===== config.mk =====
export PLATFORM = sky130hd
export DESIGN_NAME = mdu_iter
export DESIGN_NICKNAME = d
export VERILOG_FILES = /design/src/rtl/mdu_pkg.sv /design/src/rtl/mdu_iter_step.sv /design/src/rtl/mdu_iter.sv
export SDC_FILE = /design/constraint.sdc
export NUM_CORES = 1
export LEC_CHECK = 0
export BUFFER_PORTS_ARGS = -buffer_cell sky130_fd_sc_hd__buf_2
export CAP_MARGIN = 30
export CORE_MARGIN = 4
export CORE_UTILIZATION = 55
export DETAILED_ROUTE_END_ITERATION = 7
export GPL_TIMING_DRIVEN = 0
export PLACE_DENSITY = 0.87
export REMOVE_ABC_BUFFERS = 1
export SYNTH_ARGS = -nofsm -noshare
export SYNTH_HDL_FRONTEND = slang
export SYNTH_SLANG_ARGS = --single-unit

===== constraint.sdc =====
create_clock -name clk -period 3.4 [get_ports clk]
set_input_delay 0.17 -clock clk [delete_from_list [all_inputs] [get_ports clk]]
set_output_delay 0.17 -clock clk [all_outputs]
set_load 0.01 [all_outputs]

===== src/rtl/mdu_pkg.sv =====
// rtl/mdu_pkg.sv - shared opcodes, FSM states and decode helpers for the MDU
//
// Purpose : opcode encodings presented by ID/EX to mdu_iter, FSM state
//           encoding, and small decode helpers used by the MDU.
// Ports   : none (package)
package mdu_pkg;

  localparam logic [3:0] OP_NOP   = 4'd0;
  localparam logic [3:0] OP_MULT  = 4'd1;
  localparam logic [3:0] OP_MULTU = 4'd2;
  localparam logic [3:0] OP_DIV   = 4'd3;
  localparam logic [3:0] OP_DIVU  = 4'd4;
  localparam logic [3:0] OP_MFHI  = 4'd5;
  localparam logic [3:0] OP_MFLO  = 4'd6;
  localparam logic [3:0] OP_MTHI  = 4'd7;
  localparam logic [3:0] OP_MTLO  = 4'd8;

  typedef enum logic [1:0] {
    ST_IDLE = 2'd0,
    ST_RUN  = 2'd1,
    ST_FIX  = 2'd2
  } mdu_state_t;

  // Multi-cycle ops that occupy the iterative datapath.
  function automatic logic op_is_muldiv(input logic [3:0] op);
    return (op == OP_MULT) || (op == OP_MULTU) || (op == OP_DIV) || (op == OP_DIVU);
  endfunction

  // Any recognised MDU op; unused encodings behave as NOP.
  function automatic logic op_is_valid(input logic [3:0] op);
    return (op != OP_NOP) && (op <= OP_MTLO);
  endfunction

endpackage


===== src/rtl/mdu_iter_step.sv =====
// rtl/mdu_iter_step.sv - one combinational multiply or divide iteration
//
// Purpose : a single shift-add (multiply) or restoring trial-subtract
//           (divide) step on a WIDTH+1-bit partial register.
// Ports   :
//   is_div    in   1        1 = divide step, 0 = multiply step
//   part_in   in   WIDTH+1  partial product (mult) / partial remainder (div)
//   low_in    in   WIDTH    multiplier bits (mult) / dividend-quotient bits (div)
//   opnd      in   WIDTH    multiplicand (mult) / divisor (div), magnitudes
//   part_out  out  WIDTH+1  partial register after this step
//   low_out   out  WIDTH    low register after this step
module mdu_iter_step #(
  parameter int WIDTH = 32
) (
  input  logic             is_div,
  input  logic [WIDTH:0]   part_in,
  input  logic [WIDTH-1:0] low_in,
  input  logic [WIDTH-1:0] opnd,
  output logic [WIDTH:0]   part_out,
  output logic [WIDTH-1:0] low_out
);

  logic [WIDTH:0]   sum;
  logic [WIDTH:0]   rem_sh;
  logic [WIDTH+1:0] diff;

  always_comb begin
    // Multiply: add multiplicand when the multiplier LSB is set, then shift
    // the {part, low} pair right so product bits fall into low.
    sum    = part_in + (low_in[0] ? {1'b0, opnd} : '0);
    // Divide: shift the next dividend bit into the remainder, then try to
    // subtract. The extra top bit of diff is the borrow.
    rem_sh = {part_in[WIDTH-1:0], low_in[WIDTH-1]};
    diff   = {1'b0, rem_sh} - {2'b00, opnd};

    part_out = {1'b0, sum[WIDTH:1]};
    low_out  = {sum[0], low_in[WIDTH-1:1]};

    if (is_div) begin
      if (!diff[WIDTH+1]) begin
        part_out = diff[WIDTH:0];
        low_out  = {low_in[WIDTH-2:0], 1'b1};
      end else begin
        part_out = rem_sh;
        low_out  = {low_in[WIDTH-2:0], 1'b0};
      end
    end
  end

endmodule


===== src/rtl/mdu_iter.sv =====
// rtl/mdu_iter.sv - iterative multiply/divide unit owning HI/LO
//
// Purpose : EX-stage MULT/MULTU/DIV/DIVU (one result bit per cycle) plus
//           MFHI/MFLO/MTHI/MTLO. Drives a combinational pipeline stall.
// Config  : MDU_DIV0_FLAG_EN - divide by zero skips iteration and raises div0.
// Ports   :
//   clk      in   1      rising-edge clock
//   reset    in   1      synchronous, active-high
//   op       in   4      MDU opcode (mdu_pkg OP_*), unused codes = NOP
//   a        in   WIDTH  rs: multiplicand / dividend / MTHI-MTLO data
//   b        in   WIDTH  rt: multiplier / divisor
//   kill     in   1      EX flush: abort in-flight op, ignore current op
//   stall    out  1      comb: valid op presented while busy and not killed
//   busy     out  1      FSM not idle
//   done     out  1      one-cycle pulse after HI/LO written by mult/div
//   div0     out  1      (MDU_DIV0_FLAG_EN only) pulses with done on x/0
//   hi, lo   out  WIDTH  architectural HI/LO
//   rd_data  out  WIDTH  comb: MFHI -> hi, MFLO -> lo, else 0
module mdu_iter
  import mdu_pkg::*;
#(
  parameter int WIDTH = 32
) (
  input  logic             clk,
  input  logic             reset,
  input  logic [3:0]       op,
  input  logic [WIDTH-1:0] a,
  input  logic [WIDTH-1:0] b,
  input  logic             kill,
  output logic             stall,
  output logic             busy,
  output logic             done,
`ifdef MDU_DIV0_FLAG_EN
  output logic             div0,
`endif
  output logic [WIDTH-1:0] hi,
  output logic [WIDTH-1:0] lo,
  output logic [WIDTH-1:0] rd_data
);

  localparam int CW = $clog2(WIDTH);
  localparam logic [CW-1:0] LAST_STEP = CW'(WIDTH - 1);

  mdu_state_t state, state_nxt;

  logic [CW-1:0]    cnt;
  logic [WIDTH:0]   part;
  logic [WIDTH-1:0] low;
  logic [WIDTH-1:0] opnd;
  logic             is_div_q;
  logic             neg_q;    // negate product (mult) or quotient (div)
  logic             neg_r;    // negate remainder (signed div, negative dividend)

  logic [WIDTH:0]   step_part;
  logic [WIDTH-1:0] step_low;

  logic             op_signed;
  logic             op_div;
  logic             a_neg;
  logic             b_neg;
  logic [WIDTH-1:0] a_abs;
  logic [WIDTH-1:0] b_abs;
  logic             accept;
  logic             div0_hit;

  logic [2*WIDTH-1:0] prod;
  logic [2*WIDTH-1:0] prod_fix;
  logic [WIDTH-1:0]   quo_fix;
  logic [WIDTH-1:0]   rem_fix;

  // ---------------------------------------------------------------- decode
  always_comb begin
    op_signed = (op == OP_MULT) || (op == OP_DIV);
    op_div    = (op == OP_DIV) || (op == OP_DIVU);
    a_neg     = op_signed & a[WIDTH-1];
    b_neg     = op_signed & b[WIDTH-1];
    // Two's complement of MIN_INT is itself, which is the correct unsigned
    // magnitude, so no special case is needed here.
    a_abs     = a_neg ? -a : a;
    b_abs     = b_neg ? -b : b;
    accept    = (state == ST_IDLE) && !kill && op_is_muldiv(op);
  end

`ifdef MDU_DIV0_FLAG_EN
  logic div0_pend;
  assign div0_hit = accept && op_div && (b == '0);
`else
  assign div0_hit = 1'b0;
`endif

  // ------------------------------------------------------------ step logic
  mdu_iter_step #(.WIDTH(WIDTH)) u_step (
    .is_div   (is_div_q),
    .part_in  (part),
    .low_in   (low),
    .opnd     (opnd),
    .part_out (step_part),
    .low_out  (step_low)
  );

  // ------------------------------------------------------------------ FSM
  always_ff @(posedge clk) begin
    if (reset) begin
      state <= ST_IDLE;
    end else begin
      state <= state_nxt;
    end
  end

  always_comb begin
    state_nxt = state;
    busy      = (state != ST_IDLE);
    // kill already discards whatever op is presented, so it never stalls.
    stall     = busy && op_is_valid(op) && !kill;
    case (state)
      ST_IDLE: begin
        if (accept) begin
          state_nxt = div0_hit ? ST_FIX : ST_RUN;
        end
      end
      ST_RUN: begin
        if (kill) begin
          state_nxt = ST_IDLE;
        end else if (cnt == LAST_STEP) begin
          state_nxt = ST_FIX;
        end
      end
      ST_FIX:  state_nxt = ST_IDLE;
      default: state_nxt = ST_IDLE;
    endcase
  end

  // ------------------------------------------------------------ sign fixup
  always_comb begin
    prod     = {part[WIDTH-1:0], low};
    prod_fix = neg_q ? -prod : prod;
    quo_fix  = neg_q ? -low : low;
    rem_fix  = neg_r ? -part[WIDTH-1:0] : part[WIDTH-1:0];
  end

  // ------------------------------------------------------------- datapath
  always_ff @(posedge clk) begin
    if (reset) begin
      cnt      <= '0;
      part     <= '0;
      low      <= '0;
      opnd     <= '0;
      is_div_q <= 1'b0;
      neg_q    <= 1'b0;
      neg_r    <= 1'b0;
      hi       <= '0;
      lo       <= '0;
      done     <= 1'b0;
`ifdef MDU_DIV0_FLAG_EN
      div0_pend <= 1'b0;
      div0      <= 1'b0;
`endif
    end else begin
      done <= 1'b0;
`ifdef MDU_DIV0_FLAG_EN
      div0 <= 1'b0;
`endif
      case (state)
        ST_IDLE: begin
          if (accept) begin
            cnt      <= '0;
            is_div_q <= op_div;
            neg_q    <= a_neg ^ b_neg;
            neg_r    <= op_div & a_neg;
            part     <= '0;
            // Divide shifts the dividend out of low; multiply shifts the
            // multiplier out of low and keeps the multiplicand in opnd.
            low      <= op_div ? a_abs : b_abs;
            opnd     <= op_div ? b_abs : a_abs;
`ifdef MDU_DIV0_FLAG_EN
            div0_pend <= div0_hit;
            if (div0_hit) begin
              // Preload the final answer so FIX writes it unchanged.
              part  <= {1'b0, a};
              low   <= '1;
              neg_q <= 1'b0;
              neg_r <= 1'b0;
            end
`endif
          end else if (!kill && (op == OP_MTHI)) begin
            hi <= a;
          end else if (!kill && (op == OP_MTLO)) begin
            lo <= a;
          end
        end
        ST_RUN: begin
          if (!kill) begin
            part <= step_part;
            low  <= step_low;
            cnt  <= cnt + CW'(1);
          end
        end
        ST_FIX: begin
          if (!kill) begin
            if (is_div_q) begin
              hi <= rem_fix;
              lo <= quo_fix;
            end else begin
              {hi, lo} <= prod_fix;
            end
            done <= 1'b1;
`ifdef MDU_DIV0_FLAG_EN
            div0 <= div0_pend;
`endif
          end
        end
        default: ;
      endcase
    end
  end

  // --------------------------------------------------------------- read port
  always_comb begin
    rd_data = '0;
    if (op == OP_MFHI) begin
      rd_data = hi;
    end else if (op == OP_MFLO) begin
      rd_data = lo;
    end
  end

endmodule


==> out/metrics.cfg <==
[power_and_ir_drop]
pwr-share-seq = 0.376
p_clk_frac = 0.373
intPower_w = 0.00375
p_leak_nw = 7.09
ir_drop_mv = 0.253
power.net_switching_w = 0.00201
p_per_area_nw_per_um2 = 334
combPwrFrac = 0.251
switching_share = 0.349

[cts]
clock-sinks = 172
clk_latency_ns = 0.46
clock-root-buffer = clkbuf_16
cts_tree = done
htree_levels = 4
ctsHoldBuffers = 0
path_clk_slew_ns = 0.08
cts_made_buffers = 17
cts_max_path_buffers = 2

[yosys]
seq_area_frac_synth = 0.231
synth_common_cells = nand2_1, nor2_1, a21oi_1, dfxtp_1, o21ai_0
synth.most_common_cell = nand2_1
ys_ff_latch = 172
synth-edff-count = 0
synth-async-reset-ratio = 0
yosys_warnings = 0
synth_ff_type = dfxtp_1
synthTopCellsByArea = dfxtp_1, a21oi_1, nand2_1
yosys.area.top_type = dfxtp_1
synth_cells = 2102
syn_area_um2 = 14900
yosysUniqueCellTypes = 77
syn_area_per_cell_um2 = 7.09
synth.top_cell.area_share = 0.231

[route]
drt_iter0_markers = 2606
wl_per_cell_um = 21.9
post_drt_via_cell_ratio = 6.82
drc = 9
via_count = 17285
wirelength_mm = 55.4
dr.pass1.iters = 8
antenna_left = 0

[timing]
rsz0062_at_grt = yes
skew_ns = 0.0160
worstMarginPinSlew_ns = 1.11
slew_headroom = 0.261
post-route-period-util = 1.03
timing_hold_violations_final = 0
min_period_ns = 3.51
maxSlewViolCount = 0
setup-violations-final = 5
fmax_mhz = 285
fin_ws_ns = -0.110

[critical_path]
arrival_ns = 3.88
reg2reg_slack_ns = -0.11
reg2regPathDepth = 11
cp-start-kind = register
cp-end-kind = register
criticalPathCategory = reg2reg
critPathCapture = hi[20]
startpoint = part[0]
worstPathMaxFanout = 6
crit_required_ns = 3.77
rr_startpoint = part[0]
r2r_end = hi[20]

[placed_design]
io_buffers = 169
place_ws_ns = -0.602
routabilityCongestion = 1.01
dp_cells = 2486
dp_hpwl_mm = 40.1

[floorplan]
core_um2 = 26400
die_area_um2 = 29800
die_h_um = 173
initial_utilization = 0.565
rows = 59
ioPinCount = 170
die_w_um = 173

[flow_run]
max_cap_viol_count = 0

[global_route]
grt_pass1_wl_mm = 86.2
grt_pass1_vias = 16015
track_usage = 0.349
antenna_found_initial = 0
overflow = 0
grt_max_degree = 79

[cells_and_area]
fin_cells = 2533
area_delta_synth_final_pct = 15.9
post-route-util = 0.655
fin_nets = 2328
drive_above_1_share = 0.152
diodes = 0
nFillCells = 2209

[run_status]
status = finished, violations left
violations = DRC, setup timing

[min_path]
hold_path_class = in2reg

[state kept, by name (all words and copies together) (netlist names)]
| name | cells |
|---|---|
| part | 33 |
| hi | 32 |
| lo | 32 |
| low | 32 |
| opnd | 32 |
| cnt | 5 |
| state | 2 |
| done | 1 |
| is_div_q | 1 |
| neg_q | 1 |
| neg_r | 1 |
[critical path, cell delays in order, from the launching register on]
cell	delay, ns
dfxtp_1	0.39
inv_1	0.19
ha_1	0.19
inv_1	0.06
or3_1	0.40
nor4_2	0.60
nand3_1	0.43
or4_1	0.51
a21oi_1	0.18
xnor2_1	0.15
nand2_1	0.15
a31oi_1	0.19
[kinds of logic after synthesis]
kind of cell	after synthesis	synth area share
compound gates	693	0.301
xor+xnor	169	0.0994
fa+ha+maj	72	0.0615
buf+inv	220	0.0566
flops	172	0.231
mux	40	0.0272
simple gates	736	0.223
[timing repair]
action,CTS,global route
setup buffers,8,7
gates resized for setup,36,37
gates cloned,0,0
pin swaps,3,11
endpoints found under the setup margin,63,48
[layout by cell type (no fill, tap or decap), drive strengths merged, types with 70 or more instances in the layout]
| cell | count |
|---|---|
| a21oi | 215 |
| buf | 213 |
| dfxtp | 172 |
| ha | 70 |
| inv | 80 |
| nand2 | 257 |
| nor2 | 245 |
| o21ai | 139 |
| xnor2 | 81 |
| xor2 | 88 |
[cell type report]
cell class	count	area, µm²	area share
clock buffer	17	425	0.0246
clock inverter	15	191	0.0111
inverter	71	270	0.0157
multi-input combinational	1710	11000	0.637
sequential	172	3460	0.201
tap	335	419	0.0243
timing repair buffer	213	1510	0.0872
[power by group through the flow]
stage                     Clock, W  Sequential (W)  Combinational, W
final                      0.00215         0.00217           0.00145
after global placement           0         0.00221           0.00120
after global routing       0.00223         0.00217           0.00155
after CTS                  0.00213         0.00216           0.00135
after floorplan                  0         0.00219          0.000813
after detailed placement         0         0.00221           0.00129
[through the flow]
step                      area (µm²)  power, W  hold slack (ns)  TNS [ns]
final                          17300   0.00576           0.0400    -0.289
after global routing           17300   0.00595           0.0453     -1.16
after CTS                      17100   0.00564           0.0327   -0.0193
after detailed placement       16200   0.00350            0.446    -19.14
after global placement         15600   0.00340            0.440   -328.21
after floorplan                14300   0.00300            0.239    -19.40
[how the worst min path moves through the flow]
stage / start / endpoint / slack (ns) / cells after the start
after detailed placement: opnd[18] / opnd[18] / 0.45 / 2
after global placement: opnd[3] / opnd[3] / 0.44 / 2
after CTS: a[12] / hi[12] / 0.03 / 3
after floorplan: reset / cnt[1] / 0.24 / 1
after global routing: a[12] / hi[12] / 0.05 / 3
final: a[11] / hi[11] / 0.04 / 3
[metal layers]
metal / global-route usage / up-vias / wire length (µm)
met5: 0 / - / 0
met1: 0.448 / 8019 / 21200
met2: 0.553 / 1237 / 24500
li1: - / 7762 / -
met3: 0.0614 / 267 / 5980
met4: 0.203 / 0 / 3800
Note: power is estimated with default switching activity, not from simulation.
